**src/rtl/vga_timing_pkg.sv**
```systemverilog
// vga_timing_pkg
// Default 640x480@60 Hz raster constants (porches, sync widths, totals),
// sync polarity encodings and a small helper that maps a sync window hit
// onto the pin level for a given polarity.
// No ports. Shared by vga_sync_gen_if, vga_axis_gen and vga_sync_gen.
package vga_timing_pkg;

  localparam int DEF_H_ACTIVE = 640;
  localparam int DEF_H_FP     = 16;
  localparam int DEF_H_SYNC   = 96;
  localparam int DEF_H_BP     = 48;
  localparam int DEF_V_ACTIVE = 480;
  localparam int DEF_V_FP     = 10;
  localparam int DEF_V_SYNC   = 2;
  localparam int DEF_V_BP     = 33;

  localparam int DEF_H_TOTAL  = DEF_H_ACTIVE + DEF_H_FP + DEF_H_SYNC + DEF_H_BP;
  localparam int DEF_V_TOTAL  = DEF_V_ACTIVE + DEF_V_FP + DEF_V_SYNC + DEF_V_BP;

  localparam int DEF_CNT_W    = 10;

  localparam bit SYNC_ACTIVE_LOW  = 1'b0;
  localparam bit SYNC_ACTIVE_HIGH = 1'b1;

  // Pin level for a sync output: asserted follows pol, idle is its inverse.
  function automatic bit sync_level(input bit pol, input bit asserted);
    return asserted ? pol : ~pol;
  endfunction

endpackage

```
**src/rtl/vga_sync_gen_if.sv**
```systemverilog
// vga_sync_gen_if
// Bundles the raster timing outputs and the pixel advance enable.
//   master (generator): in ce; out hsync, vsync, video_on, x, y,
//                       line_start, frame_start [, frame_cnt]
//   slave  (consumer) : mirror of master
// Optional macro VGA_SYNC_FRAME_CNT_EN adds the 16-bit frame_cnt signal.
interface vga_sync_gen_if
  import vga_timing_pkg::*;
#(
  parameter int CNT_W = DEF_CNT_W
) ();

  logic             ce;
  logic             hsync;
  logic             vsync;
  logic             video_on;
  logic [CNT_W-1:0] x;
  logic [CNT_W-1:0] y;
  logic             line_start;
  logic             frame_start;

`ifdef VGA_SYNC_FRAME_CNT_EN
  logic [15:0]      frame_cnt;

  modport master (input ce, output hsync, vsync, video_on, x, y,
                  line_start, frame_start, frame_cnt);
  modport slave  (output ce, input hsync, vsync, video_on, x, y,
                  line_start, frame_start, frame_cnt);
`else
  modport master (input ce, output hsync, vsync, video_on, x, y,
                  line_start, frame_start);
  modport slave  (output ce, input hsync, vsync, video_on, x, y,
                  line_start, frame_start);
`endif

endinterface

```
**src/rtl/vga_axis_gen.sv**
```systemverilog
// vga_axis_gen
// One raster axis: position counter that wraps at TOTAL, registered sync
// window and active-area decode, and a combinational wrap strobe.
//   clk, rst : clock, synchronous active-high reset
//   adv      : advance the position by one this edge
//   cnt      : current position (resets to TOTAL-1)
//   sync     : sync pin level for the current position
//   active   : position is below ACTIVE
//   wrap     : adv while at TOTAL-1, i.e. this edge moves cnt to 0
module vga_axis_gen
  import vga_timing_pkg::*;
#(
  parameter int TOTAL      = DEF_H_TOTAL,
  parameter int ACTIVE     = DEF_H_ACTIVE,
  parameter int SYNC_START = DEF_H_ACTIVE + DEF_H_FP,
  parameter int SYNC_LEN   = DEF_H_SYNC,
  parameter bit SYNC_POL   = SYNC_ACTIVE_LOW,
  parameter int CNT_W      = DEF_CNT_W
) (
  input  logic             clk,
  input  logic             rst,
  input  logic             adv,
  output logic [CNT_W-1:0] cnt,
  output logic             sync,
  output logic             active,
  output logic             wrap
);

  localparam logic [CNT_W-1:0] LAST    = CNT_W'(TOTAL - 1);
  localparam logic [CNT_W-1:0] ACT_END = CNT_W'(ACTIVE);
  localparam logic [CNT_W-1:0] SYNC_LO = CNT_W'(SYNC_START);
  localparam logic [CNT_W-1:0] SYNC_HI = CNT_W'(SYNC_START + SYNC_LEN - 1);

  logic [CNT_W-1:0] cnt_nxt;
  logic             in_sync;

  // Decode from the next count so sync/active land in the same cycle as cnt.
  always_comb begin
    wrap    = adv && (cnt == LAST);
    cnt_nxt = cnt;
    if (wrap) begin
      cnt_nxt = '0;
    end else if (adv) begin
      cnt_nxt = cnt + 1'b1;
    end
    in_sync = (cnt_nxt >= SYNC_LO) && (cnt_nxt <= SYNC_HI);
  end

  always_ff @(posedge clk) begin
    if (rst) begin
      cnt    <= LAST;
      sync   <= sync_level(SYNC_POL, 1'b0);
      active <= 1'b0;
    end else begin
      cnt    <= cnt_nxt;
      sync   <= sync_level(SYNC_POL, in_sync);
      active <= (cnt_nxt < ACT_END);
    end
  end

endmodule

```
**src/rtl/vga_sync_gen.sv**
```systemverilog
// vga_sync_gen
// VGA raster timing generator (default 640x480@60 Hz on a 25 MHz clock).
// Horizontal axis advances on ce, vertical axis on horizontal wrap; all
// outputs are registered and aligned with x/y.
//   clk : pixel clock
//   rst : synchronous active-high reset (into last pixel of a frame)
//   vif : vga_sync_gen_if.master (ce in; hsync, vsync, video_on, x, y,
//         line_start, frame_start [, frame_cnt] out)
// Optional macro VGA_SYNC_FRAME_CNT_EN: 16-bit frame counter that steps on
// the same edge that raises frame_start.
module vga_sync_gen
  import vga_timing_pkg::*;
#(
  parameter int H_ACTIVE = DEF_H_ACTIVE,
  parameter int H_FP     = DEF_H_FP,
  parameter int H_SYNC   = DEF_H_SYNC,
  parameter int H_BP     = DEF_H_BP,
  parameter int V_ACTIVE = DEF_V_ACTIVE,
  parameter int V_FP     = DEF_V_FP,
  parameter int V_SYNC   = DEF_V_SYNC,
  parameter int V_BP     = DEF_V_BP,
  parameter bit SYNC_POL = SYNC_ACTIVE_LOW,
  parameter int CNT_W    = DEF_CNT_W
) (
  input logic            clk,
  input logic            rst,
  vga_sync_gen_if.master vif
);

  localparam int H_TOTAL = H_ACTIVE + H_FP + H_SYNC + H_BP;
  localparam int V_TOTAL = V_ACTIVE + V_FP + V_SYNC + V_BP;

  logic [CNT_W-1:0] x_cnt;
  logic [CNT_W-1:0] y_cnt;
  logic             h_sync, v_sync;
  logic             h_act, v_act;
  logic             h_wrap, v_wrap;
  logic             line_start_q, frame_start_q;

  vga_axis_gen #(
    .TOTAL      (H_TOTAL),
    .ACTIVE     (H_ACTIVE),
    .SYNC_START (H_ACTIVE + H_FP),
    .SYNC_LEN   (H_SYNC),
    .SYNC_POL   (SYNC_POL),
    .CNT_W      (CNT_W)
  ) u_h (
    .clk    (clk),
    .rst    (rst),
    .adv    (vif.ce),
    .cnt    (x_cnt),
    .sync   (h_sync),
    .active (h_act),
    .wrap   (h_wrap)
  );

  vga_axis_gen #(
    .TOTAL      (V_TOTAL),
    .ACTIVE     (V_ACTIVE),
    .SYNC_START (V_ACTIVE + V_FP),
    .SYNC_LEN   (V_SYNC),
    .SYNC_POL   (SYNC_POL),
    .CNT_W      (CNT_W)
  ) u_v (
    .clk    (clk),
    .rst    (rst),
    .adv    (h_wrap),
    .cnt    (y_cnt),
    .sync   (v_sync),
    .active (v_act),
    .wrap   (v_wrap)
  );

  // v_wrap implies h_wrap, so frame_start is always a subset of line_start.
  always_ff @(posedge clk) begin
    if (rst) begin
      line_start_q  <= 1'b0;
      frame_start_q <= 1'b0;
    end else begin
      line_start_q  <= h_wrap;
      frame_start_q <= v_wrap;
    end
  end

`ifdef VGA_SYNC_FRAME_CNT_EN
  logic [15:0] frame_cnt_q;

  always_ff @(posedge clk) begin
    if (rst) begin
      frame_cnt_q <= '0;
    end else if (v_wrap) begin
      frame_cnt_q <= frame_cnt_q + 16'd1;
    end
  end

  assign vif.frame_cnt = frame_cnt_q;
`endif

  assign vif.x           = x_cnt;
  assign vif.y           = y_cnt;
  assign vif.hsync       = h_sync;
  assign vif.vsync       = v_sync;
  assign vif.video_on    = h_act & v_act;
  assign vif.line_start  = line_start_q;
  assign vif.frame_start = frame_start_q;

endmodule

```
**src/flat_wrapper.sv**
```systemverilog
// flat-port wrapper written by rule: the top's interface ports become plain ports
module vga_sync_gen_flat import vga_timing_pkg::*;
#(
  parameter int H_ACTIVE = DEF_H_ACTIVE,
  parameter int H_FP     = DEF_H_FP,
  parameter int H_SYNC   = DEF_H_SYNC,
  parameter int H_BP     = DEF_H_BP,
  parameter int V_ACTIVE = DEF_V_ACTIVE,
  parameter int V_FP     = DEF_V_FP,
  parameter int V_SYNC   = DEF_V_SYNC,
  parameter int V_BP     = DEF_V_BP,
  parameter bit SYNC_POL = SYNC_ACTIVE_LOW,
  parameter int CNT_W    = DEF_CNT_W
)
  (clk, rst, vif_ce, vif_hsync, vif_vsync, vif_video_on, vif_x, vif_y, vif_line_start, vif_frame_start);
  vga_sync_gen_if #(.CNT_W(CNT_W)) vif_i ();
  input logic clk;
  input logic rst;
  input wire logic [$bits(vif_i.ce)-1:0] vif_ce;
  output wire logic [$bits(vif_i.hsync)-1:0] vif_hsync;
  output wire logic [$bits(vif_i.vsync)-1:0] vif_vsync;
  output wire logic [$bits(vif_i.video_on)-1:0] vif_video_on;
  output wire logic [$bits(vif_i.x)-1:0] vif_x;
  output wire logic [$bits(vif_i.y)-1:0] vif_y;
  output wire logic [$bits(vif_i.line_start)-1:0] vif_line_start;
  output wire logic [$bits(vif_i.frame_start)-1:0] vif_frame_start;
  assign vif_i.ce = vif_ce;
  assign vif_hsync = vif_i.hsync;
  assign vif_vsync = vif_i.vsync;
  assign vif_video_on = vif_i.video_on;
  assign vif_x = vif_i.x;
  assign vif_y = vif_i.y;
  assign vif_line_start = vif_i.line_start;
  assign vif_frame_start = vif_i.frame_start;
  vga_sync_gen #(.H_ACTIVE(H_ACTIVE), .H_FP(H_FP), .H_SYNC(H_SYNC), .H_BP(H_BP), .V_ACTIVE(V_ACTIVE), .V_FP(V_FP), .V_SYNC(V_SYNC), .V_BP(V_BP), .SYNC_POL(SYNC_POL), .CNT_W(CNT_W)) u_core (.clk(clk), .rst(rst), .vif(vif_i));
endmodule
```
**config.mk**
```make
export PLATFORM = sky130hd
export DESIGN_NAME = vga_sync_gen_flat
export DESIGN_NICKNAME = d
export VERILOG_FILES = /design/src/rtl/vga_timing_pkg.sv /design/src/rtl/vga_sync_gen_if.sv /design/src/rtl/vga_axis_gen.sv /design/src/rtl/vga_sync_gen.sv /design/src/flat_wrapper.sv
export SDC_FILE = /design/constraint.sdc
export NUM_CORES = 1
export LEC_CHECK = 0
export BUFFER_PORTS_ARGS = -buffer_cell sky130_fd_sc_hd__buf_2
export CAP_MARGIN = 20
export CORE_ASPECT_RATIO = 1.25
export CORE_MARGIN = 8
export CORE_UTILIZATION = 35
export CTS_CLUSTER_SIZE = 12
export DETAILED_ROUTE_END_ITERATION = 12
export MAX_ROUTING_LAYER = met4
export PLACE_DENSITY = 0.55
export REMOVE_ABC_BUFFERS = 1
export SETUP_SLACK_MARGIN = 0.02
export SLEW_MARGIN = 20
export SYNTH_ARGS = -nofsm -noshare
export SYNTH_HDL_FRONTEND = slang
export SYNTH_SLANG_ARGS = --single-unit
```
**constraint.sdc**
```tcl
create_clock -name clk -period 2.3 [get_ports clk]
set_input_delay 0 -clock clk [delete_from_list [all_inputs] [get_ports clk]]
set_output_delay 0 -clock clk [all_outputs]
set_load 0.01 [all_outputs]
```
======== Word-level counts from Yosys, hierarchy flattened ========
Index checks and enable logic that the tools add are counted.
word-level totals
  register bits after elaboration ......... 26
  input port bits ......................... 3
  word-level logic and storage cells ...... 29
  output and inout bits ................... 25
operators by class
  mux-type cells .......................... 6
  order comparisons ....................... 6
  $add $sub $neg .......................... 2
  bitwise operators ....................... 1
  reductions and logical operators ........ 4
  equal/unequal tests ..................... 2
operators with widths
  cell                                                                number
  two-way mux 10 bit                                                  4
  adder 10 x 1 -> 10 bit, second input constant                       2
  equality test 10 bit, second input constant                         2
  greater-or-equal comparator 10 bit, second input constant           1
  greater-or-equal comparator 10 x 9 -> 1 bit, second input constant  1
  <= comparator 10 bit, second input constant                         1
  <= comparator 10 x 9 -> 1 bit, second input constant                1
  less-than comparator 10 bit, second input constant                  1
  less-than comparator 10 x 9 -> 1 bit, second input constant         1
  logical AND 1 bit                                                   4
  two-way mux 1 bit                                                   2
  bitwise AND 1 bit                                                   1

======== Longest topological paths before layout ========
Gate-level depths: netlist of the first run.
  word-level depth ........................ 7
  depth in mapped cells ................... 8
  depth with buffers taken out ............ 7

======== By module ========
A second synthesis of the first run with hierarchy kept.
unflattened totals
  cells, all modules ...................... 145
  area total of the unflattened synthesis .. 1,366.3 sq um
modules (own cells, without submodules)
  module                     cells an instance  area each (sq um)  seq. area each (sq um)  instances
  vga_axis_gen (u_core.u_v)  83                 744.5              240.2                   1
  vga_axis_gen (u_core.u_h)  57                 563.0              240.2                   1
  vga_sync_gen               5                  58.8               40.0                    1

======== Least setup slack after synthesis of the first run ========
Ideal clock, no wire load.
  path type ............................... flip-flop to flip-flop
  start point ............................. reg u_core.u_h.cnt[0]
  end point ............................... reg u_core.u_v.sync
  period minus slack after synthesis ...... 2.158 ns
  arrival time ............................ 2.033 ns
  setup slack ............................. 0.142 ns
  buffers on the path ..................... 1
  cell stages (with the launch flop) ...... 8
  data required time ...................... 2.176 ns
  library setup time ...................... 0.124 ns
  cells stage by stage .................... dfxtp_1 ha_1 nand4_1 or3_1 buf_2 nor4_4 a211oi_1 a2111o_1
between the ends
  longest elaborated chain between the ends .. 7
  elaborated cells between the ends (all ways) .. 9
  those cells by class .................... 2 x order compare; 1 x eq/ne; 3 x mux; 3 x reduce/logical
ends and longest elaborated chain
  element                                                                                              RTL line                                text
  start: declaration                                                                                   vga_axis_gen.sv:23                      output logic [CNT_W-1:0] cnt,
  start signal: assignment                                                                             vga_axis_gen.sv:55                      cnt <= cnt_nxt;
  equality test 10 bit (*)                                                                             vga_axis_gen.sv:39                      wrap = adv && (cnt == LAST);
  logical AND 1 bit (*)                                                                                vga_axis_gen.sv:39
  two-way mux 10 bit / logical AND 1 bit (equally long branches)                                       vga_axis_gen.sv:43, vga_axis_gen.sv:39
  two-way mux 10 bit (*)                                                                               vga_axis_gen.sv:41                      if (wrap) begin
  greater-or-equal comparator 10 x 9 -> 1 bit / <= comparator 10 x 9 -> 1 bit (equally long branches)  vga_axis_gen.sv:46                      in_sync = (cnt_nxt >= SYNC_LO) && (cnt_nxt <= SYNC_HI);
  logical AND 1 bit (*)                                                                                vga_axis_gen.sv:46
  two-way mux 1 bit (*)                                                                                vga_timing_pkg.sv:27                    return asserted ? pol : ~pol;
  end signal: assignment                                                                               vga_axis_gen.sv:52                      sync <= sync_level(SYNC_POL, 1'b0);
  end signal: assignment                                                                               vga_axis_gen.sv:56                      sync <= sync_level(SYNC_POL, in_sync);
  end: declaration                                                                                     vga_axis_gen.sv:24                      output logic sync,
Mark *: on every way between the ends. The rest lies on a longest branch, timed or not.
A chain may end at the register's enable or synchronous reset.

======== Worst setup path in the final report of the first run ========
  start point ............................. reg u_core.u_h.cnt[6]
  end point ............................... reg u_core.u_v.sync
The elaborated chain is that of the path after synthesis.

==> results of run 1 <==
-- report_power, final --
| group | total, mW | internal [mW] | switching, mW | leakage [nW] |
|---|---|---|---|---|
| sequential | 0.639 | 0.548 | 0.0903 | 0.212 |
| combinational | 0.790 | 0.345 | 0.445 | 0.453 |
| clock | 0.379 | 0.233 | 0.147 | 0.0357 |
| total | 1.81 | 1.13 | 0.682 | 0.700 |
-- state kept, by name (all words and copies together) (netlist names) --
register	cells
u_core.u_h.active	1
u_core.u_h.cnt	10
u_core.u_h.sync	1
u_core.u_v.active	1
u_core.u_v.cnt	10
u_core.u_v.sync	1
u_core.vif.frame_start	1
u_core.vif.line_start	1
-- metal layers --
| metal | wire length [um] | GRT usage [%] | vias up |
|---|---|---|---|
| met4 | 46 | 4.934 | 0 |
| li1 | - | - | 614 |
| met5 | 0 | - | - |
| met1 | 1449 | 13.72 | 588 |
| met2 | 1676 | 19.53 | 45 |
| met3 | 228 | 3.099 | 5 |
-- layout by cell type, fill, tap and decap left out, types with 2 or more instances in the layout --
cell type,count
buf_2,27
dfxtp_1,26
nand2_1,14
nor2_1,14
buf_4,11
nand4_1,10
a21oi_1,8
inv_1,7
nand3_1,7
xnor2_1,7
xor2_1,5
nor3_1,5
and2_1,3
o21bai_1,3
or3_1,3
and3_1,3
or2_2,3
ha_1,3
clkbuf_8,3
mux2i_1,2
a21o_1,2
a31oi_1,2
o21ai_0,2
o22ai_1,2
a211o_1,2
-- metrics by stage --
stage                     setup WS, ns  std cells  hold slack (ns)  util (%)
after floorplan                -0.2175        147          0.07161         -
after global placement          0.1462        223           0.3770     41.29
after detailed placement       0.09088        223           0.3795     41.29
after CTS                      0.07689        227          0.08626     43.22
after global routing           0.01759        229          0.09587     44.07
final                           0.1111        229          0.08652     44.07
-- timing repair --
| item | CTS | global route |
|---|---|---|
| setup buffers | 0 | 2 |
| endpoints found under the setup margin | 0 | 2 |
| gates resized for setup | 0 | 3 |
-- Yosys cell counts (2+ instances only) --
cell	instances
nor2_1	14
a31oi_1	2
buf_2	3
nand4_1	10
mux2i_1	2
o21ai_0	2
ha_1	3
or3_1	4
dfxtp_1	26
or2_2	3
xor2_1	5
clkbuf_1	4
inv_1	7
o22ai_1	2
a211o_1	2
nor4_1	2
nand2_1	14
and2_1	3
a21o_1	2
nor3_1	6
nand3_1	7
and3_1	3
o21bai_1	3
xnor2_1	7
a21oi_1	8
-- critical path, delay by kind of cell (launching register included) --
family / cells / cell delay [ns]
simple gates: 3 / 1.23
compound gates: 2 / 0.49
flops: 1 / 0.36
-- layout make-up --
cell class	count	area [um2]	share of cell area (%)
repair buffers	38	217.7	13.38
well taps	40	50.05	3.077
multi-input cells	114	740.7	45.54
inverters	7	26.28	1.615
clock inverters	1	30.03	1.846
clock buffers	3	41.29	2.538
flip-flops and latches	26	520.5	32.00
-- worst paths after layout --
path,startpoint,endpoint
max,u_core.u_h.cnt[6],u_core.u_v.sync
min,rst,u_core.u_h.cnt[5]
max reg2reg,u_core.u_h.cnt[6],u_core.u_v.sync
min reg2reg,u_core.u_v.cnt[1],u_core.u_v.cnt[1]
-- kinds of logic (layout without fill, tap and decap cells) --
family / Yosys count / in the layout / share of synthesized area (%)
adders and majority gates: 3 / 3 / 2.860
xor gates and xnor gates: 12 / 12 / 8.008
AOI/OAI and AO/OA: 26 / 26 / 13.44
buffers and inverters: 15 / 49 / 5.147
DFF: 26 / 26 / 39.66
and+or+nand+nor: 71 / 71 / 29.36
muxes: 2 / 2 / 1.525
==> qor.yml, run 1 <==
status: "finished clean"
power.density_nw_per_um2: 1111
die_area_um2: 5978
ant_nets: 0
grt_pass1_vias: 1216
cts-root-buf: "clkbuf_8"
finalSetupViolCount: 0
dpl-instance-area_um2: 1524
grt_usage_pct: 12.05
slew_headroom_pct: 78.19
critPathMaxStageDelay_ns: 0.59
required_ns: 2.46
min_path_type: "in2reg"
fill_cells: 381
yosysTopAreaCellShare_pct: 39.66
clock_latency_ns: 0.27
fin_crit_sh_pct: 95.17
die_y_um: 84.47
vias_per_cell: 5.467
hpwl_um: 2542
rows: 25
endpoint_kind: "flip-flop"
clkSinkCount: 26
overflow: 0
synth_top_cell_by_area: "dfxtp_1"
p_total_mw: 1.808
antenna_found_initial: 0
fin_tns_setup_ns: 0
dr.pass1.iters: 4
p_leak_nw: 0.7004
drtIter0Drc: 37
worstPathCellList: "or4b_4, or3_4, nor4_4, a211oi_1, a2111o_1"
synth_edf_count: 0
synth_ff_type: "dfxtp_1"
place_congestion: 0.8684
grt_setup_unrepaired: "no"
ys_async_sr_fraction_pct: 0
clock_path_buffers: 2
cts_tree: "done"
worstSetupStartpointType: "flip-flop"
postSynthAreaPerCell_um2: 8.468
cp.arrival_ns: 2.35
synth_area_leaders: "dfxtp_1 (40%), nand4_1 (4.8%), xnor2_1 (4.7%)"
vias: 1252
wirelength_um: 3401
nNetsFinal: 196
htreeDepth: 1
reg2reg_depth: 5
drive_gt1_share_pct: 26.98
critPathKind: "reg2reg"
min_period_ns: 2.189
holdBufCountCts: 0
holdPathStages: 2
final-hold-violation-count: 0
clk_pin_slew_ns: 0.09
final_max_slew_viol_count: 0
synth-seq-cells: 26
wl_per_cell_um: 14.85
ys_types: 36
worst_pin_slew_ns: 0.3242
initial_utilization_pct: 35.56
die_x_um: 70.77
fmax_mhz: 456.9
core_area_um2: 3691
ir_drop_mv: 0.6233
synth_area_um2: 1313
crit_slowest_cell: "or4b_4"
fin_skew_ns: 0.007694
yosys_warnings: 0
seq_area_frac_synth_pct: 39.66
maxCapViolCount: 0
grt_pass1_wl_um: 5761
cts_buffers: 3
io_pins: 28
crit_fanout: 5
synthCells: 155
area_growth_pct: 23.93
reg2reg_setup_slack_ns: 0.11
grt_max_degree: 19
diodes: 0
final_area_um2: 1627
drc: 0
portBuffers: 27
Power figures use the tool's default switching activity.
==> inputs of run 2 (changes only) <==
CORE_UTILIZATION = 40   (was 35)
PLACE_DENSITY = 0.62   (was 0.55)
==> qor.yml, run 2 (synthesis gave the netlist of run 1 again) <==
final_max_slew_viol_count: 0  # unchanged
endpoint_kind: "flip-flop"
htreeDepth: 1  # unchanged
clock_latency_ns: 0.26  # about the same
drtIter0Drc: 83  # +120%
worstSetupStartpointType: "flip-flop"
dr.pass1.iters: 4  # unchanged
final-hold-violation-count: 0  # unchanged
layout_common_cells: "buf_2 (27), dfxtp_1 (26), nand2_1 (14), nor2_1 (14)"
p_sw_share_pct: 39.94  # +2.2 points
status: "finished clean"
worst_pin_slew_ns: 0.3689  # +0.04468 ns
place_congestion: 0.8655  # -0.33%
whs_ns: 0.09198  # +0.005462 ns
fin_skew_ns: 0.001519  # -0.006175 ns
switchingPower_mw: 0.6595  # -3.3%
core_area_um2: 3166  # -14%
dp.cells: 220  # -1.3%
vias: 1242  # -0.80%
drc: 0  # unchanged
portBuffers: 27  # unchanged
p_leak_nw: 0.6805  # -2.8%
dpl_worst_slack_ns: 0.1323  # +0.04137 ns
dpl-instance-area_um2: 1520  # -0.25%
drive_gt1_share_pct: 25.67  # -1.3 points
diodes: 0  # unchanged
slew_headroom_pct: 75.18  # -3.0 points
finalSetupViolCount: 0  # unchanged
grt_pass1_vias: 1221  # +0.41%
top_regs: "u_core.u_h.cnt: 10 flops, u_core.u_v.cnt: 10 flops"
clkSinkCount: 26  # unchanged
grt_usage_pct: 13.53  # +1.5 points
layout_commonest_cell: "buf_2"
grt_max_degree: 19  # unchanged
layout_setup_ws_ns: 0.2048  # +0.09372 ns
finalNonFillerCells: 224  # -2.2%
clk_pin_slew_ns: 0.08  # about the same
wl_per_cell_um: 14.99  # +0.94%
power.density_nw_per_um2: 1047  # -5.8%
critPathKind: "reg2reg"
nNetsFinal: 195  # -0.51%
cts_buffers: 3  # unchanged
wirelength_um: 3358  # -1.3%
crit_fanout: 5  # unchanged
pwr-share-seq_pct: 38.8  # +3.5 points
die_y_um: 80.05  # -5.2%
reg2reg_depth: 5  # unchanged
grt_pass1_wl_um: 5658  # -1.8%
cts_tree: "done"
ir_drop_mv: 0.7262  # +17%
p_comb_share_pct: 46.0  # +2.3 points
cp.arrival_ns: 2.25  # -0.10 ns
min_period_ns: 2.095  # -0.09372 ns
die_area_um2: 5382  # -10%
die_x_um: 67.24  # -5.0%
ant_nets: 0  # unchanged
rows: 23  # -8.0%
grt_setup_unrepaired: "no"
min_path_type: "in2reg"
vias_per_cell: 5.545  # +1.4%
fin_crit_sh_pct: 91.09  # -4.1 points
area_growth_pct: 20.11
fmax_mhz: 477.3  # +4.5%
clock_path_buffers: 2  # unchanged
cts-root-buf: "clkbuf_8"
maxCapViolCount: 0  # unchanged
internal-power_mw: 0.9916  # -12%
hpwl_um: 2553  # +0.44%
final_area_um2: 1577  # -3.1%
io_pins: 28  # unchanged
initial_utilization_pct: 41.46  # +5.9 points
holdBufCountCts: 0  # unchanged
holdPathStages: 2  # unchanged
clkPwrFrac_pct: 15.3  # -5.7 points
antenna_found_initial: 0  # unchanged
required_ns: 2.46  # about the same
overflow: 0  # unchanged
[run 2: worst paths after layout]
check	start	end	slack [ns]
setup / recovery	u_core.u_h.cnt[7]	u_core.u_v.sync	0.20
hold reg to reg	u_core.u_v.cnt[1]	u_core.u_v.cnt[1]	0.56
setup reg to reg	u_core.u_h.cnt[7]	u_core.u_v.sync	0.20
hold / removal	rst	u_core.u_h.cnt[7]	0.09
[run 2: worst max-delay path, stage by stage, from the launching register on]
cell      delay, ns
dfxtp_1        0.35
or4b_4         0.53
or3_4          0.38
nor4_4         0.24
a211oi_1       0.10
a2111o_1       0.39
[run 2: repair_timing]
action                     CTS  global route
gates resized for setup      0             2
setup endpoints to repair    0             1
hold endpoints to repair     0             0
buffers inserted             0             1
[run 2: layer usage]
| metal | up-vias | track usage, % | part of all wire (%) |
|---|---|---|---|
| li1 | 608 | - | - |
| met1 | 588 | 15.91 | 44 |
| met2 | 42 | 23.30 | 49 |
| met3 | 4 | 2.107 | 6.0 |
| met4 | 0 | 3.145 | 0.71 |
| met5 | - | - | 0 |
[run 2: area by class of cell]
class / count / area (um2)
fillers: 313 / 1589
multi-input cells: 114 / 732.0
flip-flops and latches: 26 / 520.5
repair buffers: 37 / 210.2
well taps: 37 / 46.29
clock buffers: 3 / 41.29
inverters: 7 / 26.28
[run 2: metrics by stage]
step	setup TNS (ns)	total power, mW	util, %
global route	0	1.782	49.80
global placement	0	1.368	48.02
detailed placement	0	1.382	48.02
CTS	0	1.638	49.33
floorplan	-0.2175	1.085	-
finish	0	1.651	49.80
[run 2: power groups by stage]
stage                     logic [mW]  registers (mW)  clock network (mW)
after floorplan                0.390           0.696                   0
after global placement         0.724           0.644                   0
after detailed placement       0.733           0.649                   0
after CTS                      0.738           0.639               0.260
after global routing           0.845           0.659               0.279
final                          0.759           0.640               0.252
